## config.mk

```make
export PLATFORM = sky130hd
export DESIGN_NAME = rst_seq
export DESIGN_NICKNAME = d
export VERILOG_FILES = /design/src/rtl/rst_seq_pkg.sv /design/src/rtl/rst_sync.sv /design/src/rtl/rst_seq.sv
export SDC_FILE = /design/constraint.sdc
export NUM_CORES = 1
export LEC_CHECK = 0
export ABC_AREA = 1
export BUFFER_PORTS_ARGS = -buffer_cell sky130_fd_sc_hd__buf_2
export CORE_MARGIN = 3
export CORE_UTILIZATION = 40
export DETAILED_ROUTE_END_ITERATION = 16
export PLACE_DENSITY_LB_ADDON = 0.1
export SLEW_MARGIN = 40
export SYNTH_ARGS = -nofsm -noshare
export SYNTH_HDL_FRONTEND = slang
export SYNTH_SLANG_ARGS = --single-unit
export TNS_END_PERCENT = 100
```

## constraint.sdc

```tcl
create_clock -name clk -period 1.9 [get_ports clk]
set_input_delay 0.19 -clock clk [delete_from_list [all_inputs] [get_ports clk]]
set_output_delay 0.19 -clock clk [all_outputs]
set_load 0.005 [all_outputs]
```

## src/rtl/rst_seq_pkg.sv

```systemverilog
// Shared definitions for the reset sequencer: state encoding and parameter helpers.
// Imported by rst_sync and rst_seq.
package rst_seq_pkg;

    typedef enum logic [1:0] {
        ST_RESET   = 2'd0,
        ST_HOLD    = 2'd1,
        ST_RELEASE = 2'd2,
        ST_RUN     = 2'd3
    } state_t;

    function automatic int max2(input int a, input int b);
        return (a > b) ? a : b;
    endfunction

    // One counter serves both the hold and the step phases, so it is sized for the larger.
    function automatic int cnt_width(input int hold_cycles, input int step_cycles);
        return $clog2(max2(hold_cycles, step_cycles) + 1);
    endfunction

    function automatic bit params_legal(input int sync_stages, input int n_out,
                                        input int hold_cycles, input int step_cycles);
        return (sync_stages >= 2) && (n_out >= 1) && (hold_cycles >= 1) && (step_cycles >= 1);
    endfunction

endpackage

```

## src/rtl/rst_sync.sv

```systemverilog
// Asynchronous-assert, synchronous-deassert reset synchronizer of configurable depth.
// Output rst_ok is 0 immediately on i_rstn low and goes to 1 STAGES edges after release.
module rst_sync #(
    parameter int STAGES = 2
) (
    input  logic clk,
    input  logic i_rstn,
    output logic rst_ok
);

    logic [STAGES-1:0] chain_q;

    always_ff @(posedge clk or negedge i_rstn) begin
        if (!i_rstn) begin
            chain_q <= '0;
        end else begin
            chain_q <= {chain_q[STAGES-2:0], 1'b1};
        end
    end

    assign rst_ok = chain_q[STAGES-1];

endmodule

```

## src/rtl/rst_seq.sv

```systemverilog
// Reset sequencer: synchronizes the pad reset, holds, then releases o_rstn bits in
// ascending order. A software request in RUN re-runs hold/release and is acknowledged.
module rst_seq
    import rst_seq_pkg::*;
#(
    parameter int SYNC_STAGES = 2,
    parameter int N_OUT       = 4,
    parameter int HOLD_CYCLES = 16,
    parameter int STEP_CYCLES = 4
) (
    input  logic             clk,
    input  logic             i_rstn,
    input  logic             i_sw_rst_req,
    output logic [N_OUT-1:0] o_rstn,
    output logic             o_busy,
    output logic             o_done,
    output logic             o_sw_rst_ack,
    output state_t           o_dbg_state
);

    if (!params_legal(SYNC_STAGES, N_OUT, HOLD_CYCLES, STEP_CYCLES)) begin : g_param_check
        $error("rst_seq: illegal parameters (SYNC_STAGES>=2, N_OUT>=1, HOLD/STEP_CYCLES>=1)");
    end

    localparam int             CW        = cnt_width(HOLD_CYCLES, STEP_CYCLES);
    localparam logic [CW-1:0]  HOLD_LAST = CW'(HOLD_CYCLES - 1);
    localparam logic [CW-1:0]  STEP_LAST = CW'(STEP_CYCLES - 1);
    localparam logic [CW-1:0]  CNT_MAX   = '1;
    localparam logic [N_OUT-1:0] FIRST   = N_OUT'(1);
    localparam logic [N_OUT-1:0] ALL_ONE = '1;

    logic rst_ok;

    rst_sync #(
        .STAGES (SYNC_STAGES)
    ) u_rst_sync (
        .clk    (clk),
        .i_rstn (i_rstn),
        .rst_ok (rst_ok)
    );

    state_t           state_q, state_d;
    logic [CW-1:0]    cnt_q, cnt_d;
    logic [N_OUT-1:0] rstn_q, rstn_d;
    logic [N_OUT-1:0] shifted;
    logic             busy_q, busy_d;
    logic             done_q, done_d;
    logic             ack_q, ack_d;
    logic             sw_pending_q, sw_pending_d;
    logic             enter_run;

    always_ff @(posedge clk or negedge i_rstn) begin
        if (!i_rstn) begin
            state_q      <= ST_RESET;
            cnt_q        <= '0;
            rstn_q       <= '0;
            busy_q       <= 1'b0;
            done_q       <= 1'b0;
            ack_q        <= 1'b0;
            sw_pending_q <= 1'b0;
        end else begin
            state_q      <= state_d;
            cnt_q        <= cnt_d;
            rstn_q       <= rstn_d;
            busy_q       <= busy_d;
            done_q       <= done_d;
            ack_q        <= ack_d;
            sw_pending_q <= sw_pending_d;
        end
    end

    always_comb begin
        state_d      = state_q;
        cnt_d        = (cnt_q == CNT_MAX) ? cnt_q : cnt_q + CW'(1);
        rstn_d       = rstn_q;
        sw_pending_d = sw_pending_q;
        ack_d        = 1'b0;
        enter_run    = 1'b0;
        // Next release pattern: one more bit high, always filling from bit 0 upward.
        shifted      = (rstn_q << 1) | FIRST;

        case (state_q)
            ST_RESET: begin
                cnt_d = '0;
                if (rst_ok) begin
                    state_d = ST_HOLD;
                end
            end
            ST_HOLD: begin
                if (cnt_q == HOLD_LAST) begin
                    cnt_d  = '0;
                    rstn_d = FIRST;
                    if (N_OUT == 1) begin
                        state_d   = ST_RUN;
                        enter_run = 1'b1;
                    end else begin
                        state_d = ST_RELEASE;
                    end
                end
            end
            ST_RELEASE: begin
                if (cnt_q == STEP_LAST) begin
                    cnt_d  = '0;
                    rstn_d = shifted;
                    if (shifted == ALL_ONE) begin
                        state_d   = ST_RUN;
                        enter_run = 1'b1;
                    end
                end
            end
            ST_RUN: begin
                cnt_d = cnt_q;
                // Requests only count here; anything seen in earlier states is dropped.
                if (i_sw_rst_req) begin
                    state_d      = ST_HOLD;
                    cnt_d        = '0;
                    rstn_d       = '0;
                    sw_pending_d = 1'b1;
                end
            end
            default: begin
                state_d = ST_RESET;
                cnt_d   = '0;
                rstn_d  = '0;
            end
        endcase

        if (enter_run && sw_pending_q) begin
            ack_d        = 1'b1;
            sw_pending_d = 1'b0;
        end

        busy_d = (state_d == ST_HOLD) || (state_d == ST_RELEASE);
        done_d = (state_d == ST_RUN);
    end

    assign o_rstn       = rstn_q;
    assign o_busy       = busy_q;
    assign o_done       = done_q;
    assign o_sw_rst_ack = ack_q;
    assign o_dbg_state  = state_q;

endmodule
```

==> reports/results.tsv, run 1 <==
metric	value	unit
vias in the first global route	681	
Max Slew Vio Count	0	
HP Class	in -> reg	
Distinct cells, synth	19	
clock sink count	17	
largest net degree at the start of global routing	18	
Critical Path AT	1.84	ns
antenna-violating nets left	0	
worst vdd ir	0.845	mV
Final nets	144	
endpoints failing setup	0	
syn_nets	126	
routed len/inst	10.4	um
H-Tree Depth	1	
met3 usage	5.72	%
commonest cells in the netlist	nand2_1 (30), dfrtp_1 (17), inv_1 (17)	
Placed Area	1040	um2
pre-CTS setup slack	0.236	ns
Fin Setup TNS	0	ns
via-per-instance ratio	4.80	
hold_buf cts	1	
top cell type's share of synthesized area	44.7	%
synth-to-layout area growth	13.7	%
Finished Core Util	48.4	%
Crit. End Element	flop	
Final Hold Violating Endpoints	0	
final worst-path cycle share	87.2	%
cell type with the largest total area after synthesis	dfrtp_1	
top_reg_cell synth	dfrtp_1	
dpl hpwl	1290	um
max cap viols	0	
layout cell share with drive strength beyond 1	17.4	%
busiest grt layer	met2	
Die Span Y	54.8	um
Max Root-Sink Buffers	2	
gpl congestion	0.807	
Cell Rows	17	
initial antenna violation count	0	
clock latency on the worst-skew pair	0.29	ns
number of buffers created by CTS	3	
RSZ-0062 raised after global routing	false	
CTS tree	yes	
Area contributors post-synth	dfrtp_1 (45%), nand2_1 (12%), ha_1 (11%)	
1st-iter DRT viols	20	
Crit Path Max Fanout	7	
die footprint	3000	um2
worst-case hold slack	0.213	ns
via count	768	
first-pass GRT wire length	2820	um
Final Cell Area	1080	um2
DRC violations left	0	
Fmax	0.603	GHz
startpoint class of the critical path	flop	
Pwr Total	1.50	mW
Ant. Diodes	0	
io pins	12	
Pleak	0.580	nW
outcome	finished clean	
Synth Instances	115	
Synth Register Bits	17	
Reg clk slew, reported paths	0.09	ns
most numerous cell in the Yosys netlist	nand2_1	
crit path kind	reg -> reg	
Syn Area/Cell	8.27	um2
Die W	54.8	um
PortBufs	11	
Cell Pwr Density	1390	nW/um2
Yosys Warn Count	0	
dpl cells	155	
CORE AREA	2230	um2
Post-Route WL	1660	um
grt met1 use	16.6	%
number of synthesized flops with an enable pin	0	
non-filler cells, final	160	
GRT Overall Usage	13.5	%
sequential share of the synthesized area	44.7	%
critical path required time	2.08	ns
Synth async-reset ratio	100	%
Worst Clk Skew	0.000678	ns
Root Driver	clkbuf_4	
Initial Utilization	42.6	%
min Tclk post-route	1.66	ns
Worst Setup Slack, final	0.242	ns
drt pass-1 iters	4	
GRT met2 Usage	21.3	%
setup fix buffers added after clock tree synthesis	0	
post-CTS sizing	0	
Mapped Area	951	um2
grt ovf	0	
[layer usage]
layer	routed length [um]	part of all wire, %
met1	792	48
met2	763	46
met3	76	4.6
met4	27	1.6
met5	0	0
[where the power goes]
part | internal, mW | switching [mW]
sequential | 0.465 | 0.0747
combinational | 0.313 | 0.462
clock | 0.0817 | 0.107
total | 0.860 | 0.644
[worst max-delay path, stage by stage, from the launching register on]
cell     delay [ns]
dfrtp_1        0.38
inv_1          0.10
ha_1           0.32
nand2_1        0.11
nor2_1         0.15
nand2_1        0.07
nand2_1        0.06
nand3_1        0.08
nand2_1        0.07
ha_1           0.22
[layout make-up]
class	count	area (um2)
fillers	230	1150
multi-input cells	80	450
flip-flops and latches	17	425
repair buffers	14	80.1
inverters	17	63.8
well taps	28	35.0
clock buffers	4	26.3
[path summary, 6_finish.rpt]
| kind | startpoint | to | slack, ns | cells after the start |
|---|---|---|---|---|
| setup / recovery | o_dbg_state[0]$_DFF_PN0_ | o_busy$_DFF_PN0_ | 0.24 | 9 |
| hold / removal | i_sw_rst_req | cnt_q[2]$_DFFE_PN0N_ | 0.21 | 4 |
| setup reg to reg | o_dbg_state[0]$_DFF_PN0_ | o_busy$_DFF_PN0_ | 0.24 | 9 |
| hold reg to reg | u_rst_sync.chain_q[0]$_DFF_PN0_ | u_rst_sync.chain_q[1]$_DFF_PN0_ | 0.36 | 0 |
| max in group asynchronous | i_rstn | o_dbg_state[0]$_DFF_PN0_ | 1.29 | 2 |
| min in group asynchronous | i_rstn | cnt_q[4]$_DFFE_PN0N_ | 0.34 | 2 |
[cells in the final DEF (no fill, tap or decap), types with 3 or more instances in the layout]
master     n
ha_1       8
nand2_2    3
a21oi_1    3
inv_1     17
clkbuf_4   3
o21ai_1    4
nand4_1    4
buf_2     11
nor2_1     9
nand2_1   30
dfrtp_1   17
o21ai_0    4
nand3_1    7
[flip-flops by register name, indices dropped and copies added, names as in the netlist]
signal              cells
cnt_q                   5
o_rstn                  4
o_dbg_state             2
u_rst_sync.chain_q      2
o_busy                  1
o_done                  1
o_sw_rst_ack            1
sw_pending_q            1
[cells by family (layout without fill, tap and decap cells)]
| kind of cell | Yosys count | in the layout | share of synthesized area (%) |
|---|---|---|---|
| AND/OR/NAND/NOR | 58 | 58 | 28.2 |
| adder cells (fa/ha/maj) | 8 | 8 | 10.5 |
| other | 1 | 1 | 0.394 |
| AO/OA/AOI/OAI | 13 | 13 | 8.29 |
| flip-flops | 17 | 17 | 44.7 |
| buffers and inverters | 18 | 35 | 7.89 |
(Power assumes the default switching activity.)
==> run 2, diff against run 1 <==
GPL_TIMING_DRIVEN = 0   (was default)
==> run 2 against run 1 <==
Net effect:
- sequential share of layout area is 0.29 points lower
- flip-flop and latch count did not move
- cell count decreased by 0.63%
- power is 1.6% higher
- worst hold slack worse by 0.013 ns
- maximum frequency shrank 4.5%
- non-clock buffer count down 1
==> reports/results.tsv, run 2 (synthesized netlist as in run 1, its figures left out) <==
metric	value	unit
outcome	finished clean	
Die Span Y	54.8	um
cell mode on critical path	ha_1	
grt ovf	0	
Crit path max-delay family	adder cells	
Final nets	143	
Max Root-Sink Buffers	2	
final worst-path cycle share	91.3	%
min Tclk post-route	1.74	ns
Critical R2R Launch	o_dbg_state[1]$_DFF_PN0_	
Critical Path Max Stage Delay	0.49	ns
Crit. End Element	flop	
max cap viols	0	
worst reg-to-reg path cell count	6	
hold path start	i_sw_rst_req	
GRT Overall Usage	14.0	%
Hold Path Depth	4	
gpl congestion	0.726	
largest net degree at the start of global routing	18	
Worst Path Buf+Inv	0	
Biggest register	cnt_q	
Critical R2R Capture	o_busy$_DFF_PN0_	
worst vdd ir	0.824	mV
Ant. Diodes	0	
Cell Rows	17	
first-pass GRT wire length	2810	um
routed len/inst	11.0	um
r2r setup slk	0.16	ns
crit-path cells	ha_1, nand2_1, nor2_1, nor3_1, a21oi_1, ha_1	
Max Slew Vio Count	0	
commonest non-fill, non-tap cell in the layout	nand2_1	
DRC violations left	0	
Post-Route WL	1760	um
die footprint	3000	um2
startpoint class of the critical path	flop	
1st-iter DRT viols	16	
layout cell share with drive strength beyond 1	19.1	%
Pleak	0.579	nW
Hold EP	cnt_q[2]$_DFFE_PN0N_	
number of buffers created by CTS	3	
via count	773	
synth-to-layout area growth	14.9	%
Fmax	0.576	GHz
Worst Clk Skew	0.00195	ns
Crit Path Max Fanout	8	
Critical Path AT	1.93	ns
RSZ-0062 raised after global routing	false	
worst-case hold slack	0.200	ns
max reg flops	5	
initial antenna violation count	0	
io pins	12	
via-per-instance ratio	4.86	
clock sink count	17	
H-Tree Depth	1	
critical path required time	2.09	ns
most frequent cells in the layout	nand2_1 (30), inv_1 (17), dfrtp_1 (16), buf_2 (11), nor2_1 (9)	
crit path kind	reg -> reg	
Final Hold Violating Endpoints	0	
HP Class	in -> reg	
CTS tree	yes	
setup fix buffers added after clock tree synthesis	0	
vias in the first global route	649	
clock latency on the worst-skew pair	0.30	ns
Cell Pwr Density	1400	nW/um2
Root Driver	clkbuf_4	
drt pass-1 iters	4	
Initial Utilization	42.6	%
Reg clk slew, reported paths	0.10	ns
Die W	54.8	um
CORE AREA	2230	um2
Levels on crit path	6	
Fin Setup TNS	0	ns
PortBufs	11	
dpl hpwl	1340	um
antenna-violating nets left	0	
endpoints failing setup	0	
Critical Path Slowest Stage Cell	dfrtp_1	
[run 2: changes by cell type in the layout (fill, tap and decap cells not counted), sizes merged]
cell	before	now
buf	13	12
clkbuf	4	3
clkinv	0	1
[run 2: per-layer routing]
layer  part of all wire [%]  vias up  track usage, %
li1                       -      394               -
met1                     44      357            16.9
met2                     49       17            21.5
met3                    4.6        5            3.27
met4                    2.7        0            9.96
met5                      0        -               0
[run 2: worst max-delay path by stage]
| stage | start | to |
|---|---|---|
| finish | o_dbg_state[1]$_DFF_PN0_ | o_busy$_DFF_PN0_ |
| global route | o_dbg_state[1]$_DFF_PN0_ | o_busy$_DFF_PN0_ |
| CTS | o_dbg_state[0]$_DFF_PN0_ | o_busy$_DFF_PN0_ |
| detailed placement | o_dbg_state[0]$_DFF_PN0_ | o_busy$_DFF_PN0_ |
| global placement | o_dbg_state[0]$_DFF_PN0_ | o_busy$_DFF_PN0_ |
| floorplan | o_dbg_state[0]$_DFF_PN0_ | o_busy$_DFF_PN0_ |
[run 2: tightest hold or removal path, delay by kind of cell]
family	cells	cell delay, ns
and+or+nand+nor	3	0.17
buffers and inverters	1	0.11
[run 2: where the power goes]
group / total, mW / switching, mW / internal, mW
sequential: 0.561 / 0.0943 / 0.467
combinational: 0.769 / 0.459 / 0.310
clock: 0.198 / 0.119 / 0.0785
[run 2: repair_timing]
item                                    in CTS  in global routing
hold buffers                                 1                  0
resized for setup                            0                  3
hold endpoints to repair                    17                  0
endpoints found under the setup margin       0                  2
[run 2: metrics by stage]
stage	instance area, um2	setup WS [ns]	total power [mW]	utilization [%]	cells
floorplan	951	0.295	1.11	-	115
global placement	1040	0.0912	1.30	46.6	154
detailed placement	1040	0.0604	1.32	46.6	154
finish	1090	0.165	1.53	48.9	159
global route	1090	0.0266	1.70	48.9	159
CTS	1080	0.0430	1.53	48.3	159
[run 2: area by class of cell]
| type | instances | area (um2) |
|---|---|---|
| fill | 219 | 1140 |
| clock buffer | 3 | 22.5 |
| timing repair buffer | 12 | 65.1 |
| inverter | 17 | 63.8 |
| tap | 28 | 35.0 |
| sequential | 17 | 427 |
| clock inverter | 1 | 5.00 |
| multi-input combinational | 80 | 463 |
| buffer | 1 | 11.3 |
==> run 3, diff against run 2 <==
GPL_TIMING_DRIVEN = default   (was 0)
RECOVER_POWER = 25   (was default)
clock period = 2.06 ns   (was 1.9 ns; I/O delays follow)
==> run 3 against run 2 <==
Net effect:
- die area unchanged
- global-route usage decreased by 0.54 points
- first-iteration DRC count decreased by 44%
- cell area decreased by 1.8%
- non-clock buffer count unchanged
- cell count unchanged
- clock power decreased by 14%
- sequential share of layout area increased by 0.61 points
- sequential power decreased by 8.6%
- utilization decreased by 0.90 points
- critical path type unchanged
- highest routed layer unchanged
==> reports/results.tsv, run 3 (synthesized netlist as in run 1, its figures left out) <==
metric	value	unit
outcome	finished clean	
Post-Route WL	1730	um
WL met1	804	um
Ant. Diodes	0	
Initial Utilization	42.6	%
Critical Path AT	1.96	ns
Cell Pwr Density	1280	nW/um2
gpl congestion	0.833	
commonest non-fill, non-tap cell in the layout	nand2_1	
Final Hold Violating Endpoints	0	
metal2 WL	842	um
Max Root-Sink Buffers	2	
Fin Setup TNS	0	ns
endpoints failing setup	0	
Filler Cells Inserted	237	
most frequent cells in the layout	nand2_1 (30), inv_1 (17), dfrtp_1 (17), buf_2 (10), nor2_1 (9)	
DRC violations left	0	
dpl hpwl	1360	um
post-CTS sizing	0	
H-Tree Depth	1	
WL met3	64	um
Crit. End Element	flop	
clock sink count	17	
Fmax	0.559	GHz
worst reg-to-reg path cell count	9	
RSZ-0062 raised after global routing	false	
Final nets	143	
Biggest register	cnt_q	
crit path kind	reg -> reg	
grt ovf	0	
drt pass-1 iters	4	
pre-CTS setup slack	0.292	ns
Top Metal Used	met4	
initial antenna violation count	0	
worst vdd ir	0.807	mV
Pleak	0.572	nW
critical path required time	2.23	ns
io pins	12	
final worst-path cycle share	86.9	%
CTS tree	yes	
Crit Path Max Fanout	7	
min Tclk post-route	1.79	ns
max cap viols	0	
Rel. slew slack	38.9	%
startpoint class of the critical path	flop	
max reg flops	5	
largest net degree at the start of global routing	18	
hold path start	i_sw_rst_req	
via count	766	
antenna-violating nets left	0	
CORE AREA	2230	um2
routed len/inst	10.9	um
Worst Setup Slack, final	0.270	ns
first-pass GRT wire length	2840	um
Root Driver	clkbuf_4	
Hold EP	cnt_q[2]$_DFFE_PN0N_	
Hold Path Depth	4	
Die Span Y	54.8	um
Die W	54.8	um
via-per-instance ratio	4.82	
r2r setup slk	0.27	ns
HP Class	in -> reg	
vias in the first global route	719	
layout cell share with drive strength beyond 1	16.0	%
Critical R2R Launch	o_dbg_state[0]$_DFF_PN0_	
synth-to-layout area growth	12.8	%
Reg clk slew, reported paths	0.09	ns
GRT Overall Usage	13.4	%
number of buffers created by CTS	3	
1st-iter DRT viols	9	
Cell Rows	17	
Max Slew Vio Count	0	
clock latency on the worst-skew pair	0.28	ns
die footprint	3000	um2
Worst-Margin Slew	0.917	ns
PortBufs	11	
Critical R2R Capture	o_busy$_DFF_PN0_	
Worst Clk Skew	0.00358	ns
-- run 3: cell types whose count changed in the layout (fill, tap and decap cells not counted), sizes merged --
cell    change
clkbuf      +2
buf         -1
clkinv      -1
-- run 3: cell type report --
type | instances | area, um2 | share of cell area (%)
Tap cell | 28 | 35.0 | 3.27
Inverter | 17 | 63.8 | 5.95
Timing Repair Buffer | 13 | 71.3 | 6.65
Clock buffer | 4 | 26.3 | 2.45
Sequential cell | 17 | 425 | 39.7
Multi-Input combinational cell | 80 | 450 | 42.0
-- run 3: worst max path at each step --
stage,cells after the start,slack [ns],to,startpoint
final,9,0.27,o_busy$_DFF_PN0_,o_dbg_state[0]$_DFF_PN0_
after global routing,9,0.10,o_busy$_DFF_PN0_,o_dbg_state[0]$_DFF_PN0_
after CTS,9,0.27,o_busy$_DFF_PN0_,o_dbg_state[0]$_DFF_PN0_
after detailed placement,9,0.29,o_busy$_DFF_PN0_,o_dbg_state[0]$_DFF_PN0_
after global placement,9,0.33,o_busy$_DFF_PN0_,o_dbg_state[0]$_DFF_PN0_
after floorplan,9,0.45,o_busy$_DFF_PN0_,o_dbg_state[0]$_DFF_PN0_
-- run 3: per-layer routing --
metal | vias to the layer above | track usage, %
li1 | 398 | -
met1 | 351 | 15.6
met2 | 15 | 22.0
met3 | 2 | 5.18
met4 | 0 | 4.98
met5 | - | 0
-- run 3: report_power, final --
group / switching (mW) / internal, mW
clock: 0.0958 / 0.0752
combinational: 0.413 / 0.277
sequential: 0.0842 / 0.429
total: 0.593 / 0.781
-- run 3: metrics by stage --
stage	hold slack [ns]	area (um2)	std cells	total power, mW	utilization, %
5_1_grt	0.222	1070	159	1.54	48.0
2_1_floorplan	-0.0896	951	115	1.02	-
4_1_cts	0.220	1070	159	1.40	48.1
6_report	0.228	1070	159	1.37	48.0
3_5_place_dp	0.151	1040	154	1.21	46.4
3_3_place_gp	0.147	1040	154	1.21	46.4
-- run 3: worst max-delay path, cell delays in order (launching register included) --
cell and delay (ns):
dfrtp_1 0.46, inv_1 0.14, ha_1 0.32, nand2_1 0.11, nor2_1 0.14, nand2_1 0.07, nand2_1 0.05, nand3_1 0.10
nand2_1 0.09, ha_1 0.22
-- run 3: what timing repair did --
action | in CTS | in global routing
endpoints found under the hold margin | 17 | 0
buffers inserted | 0 | 0
hold buffers | 1 | 0
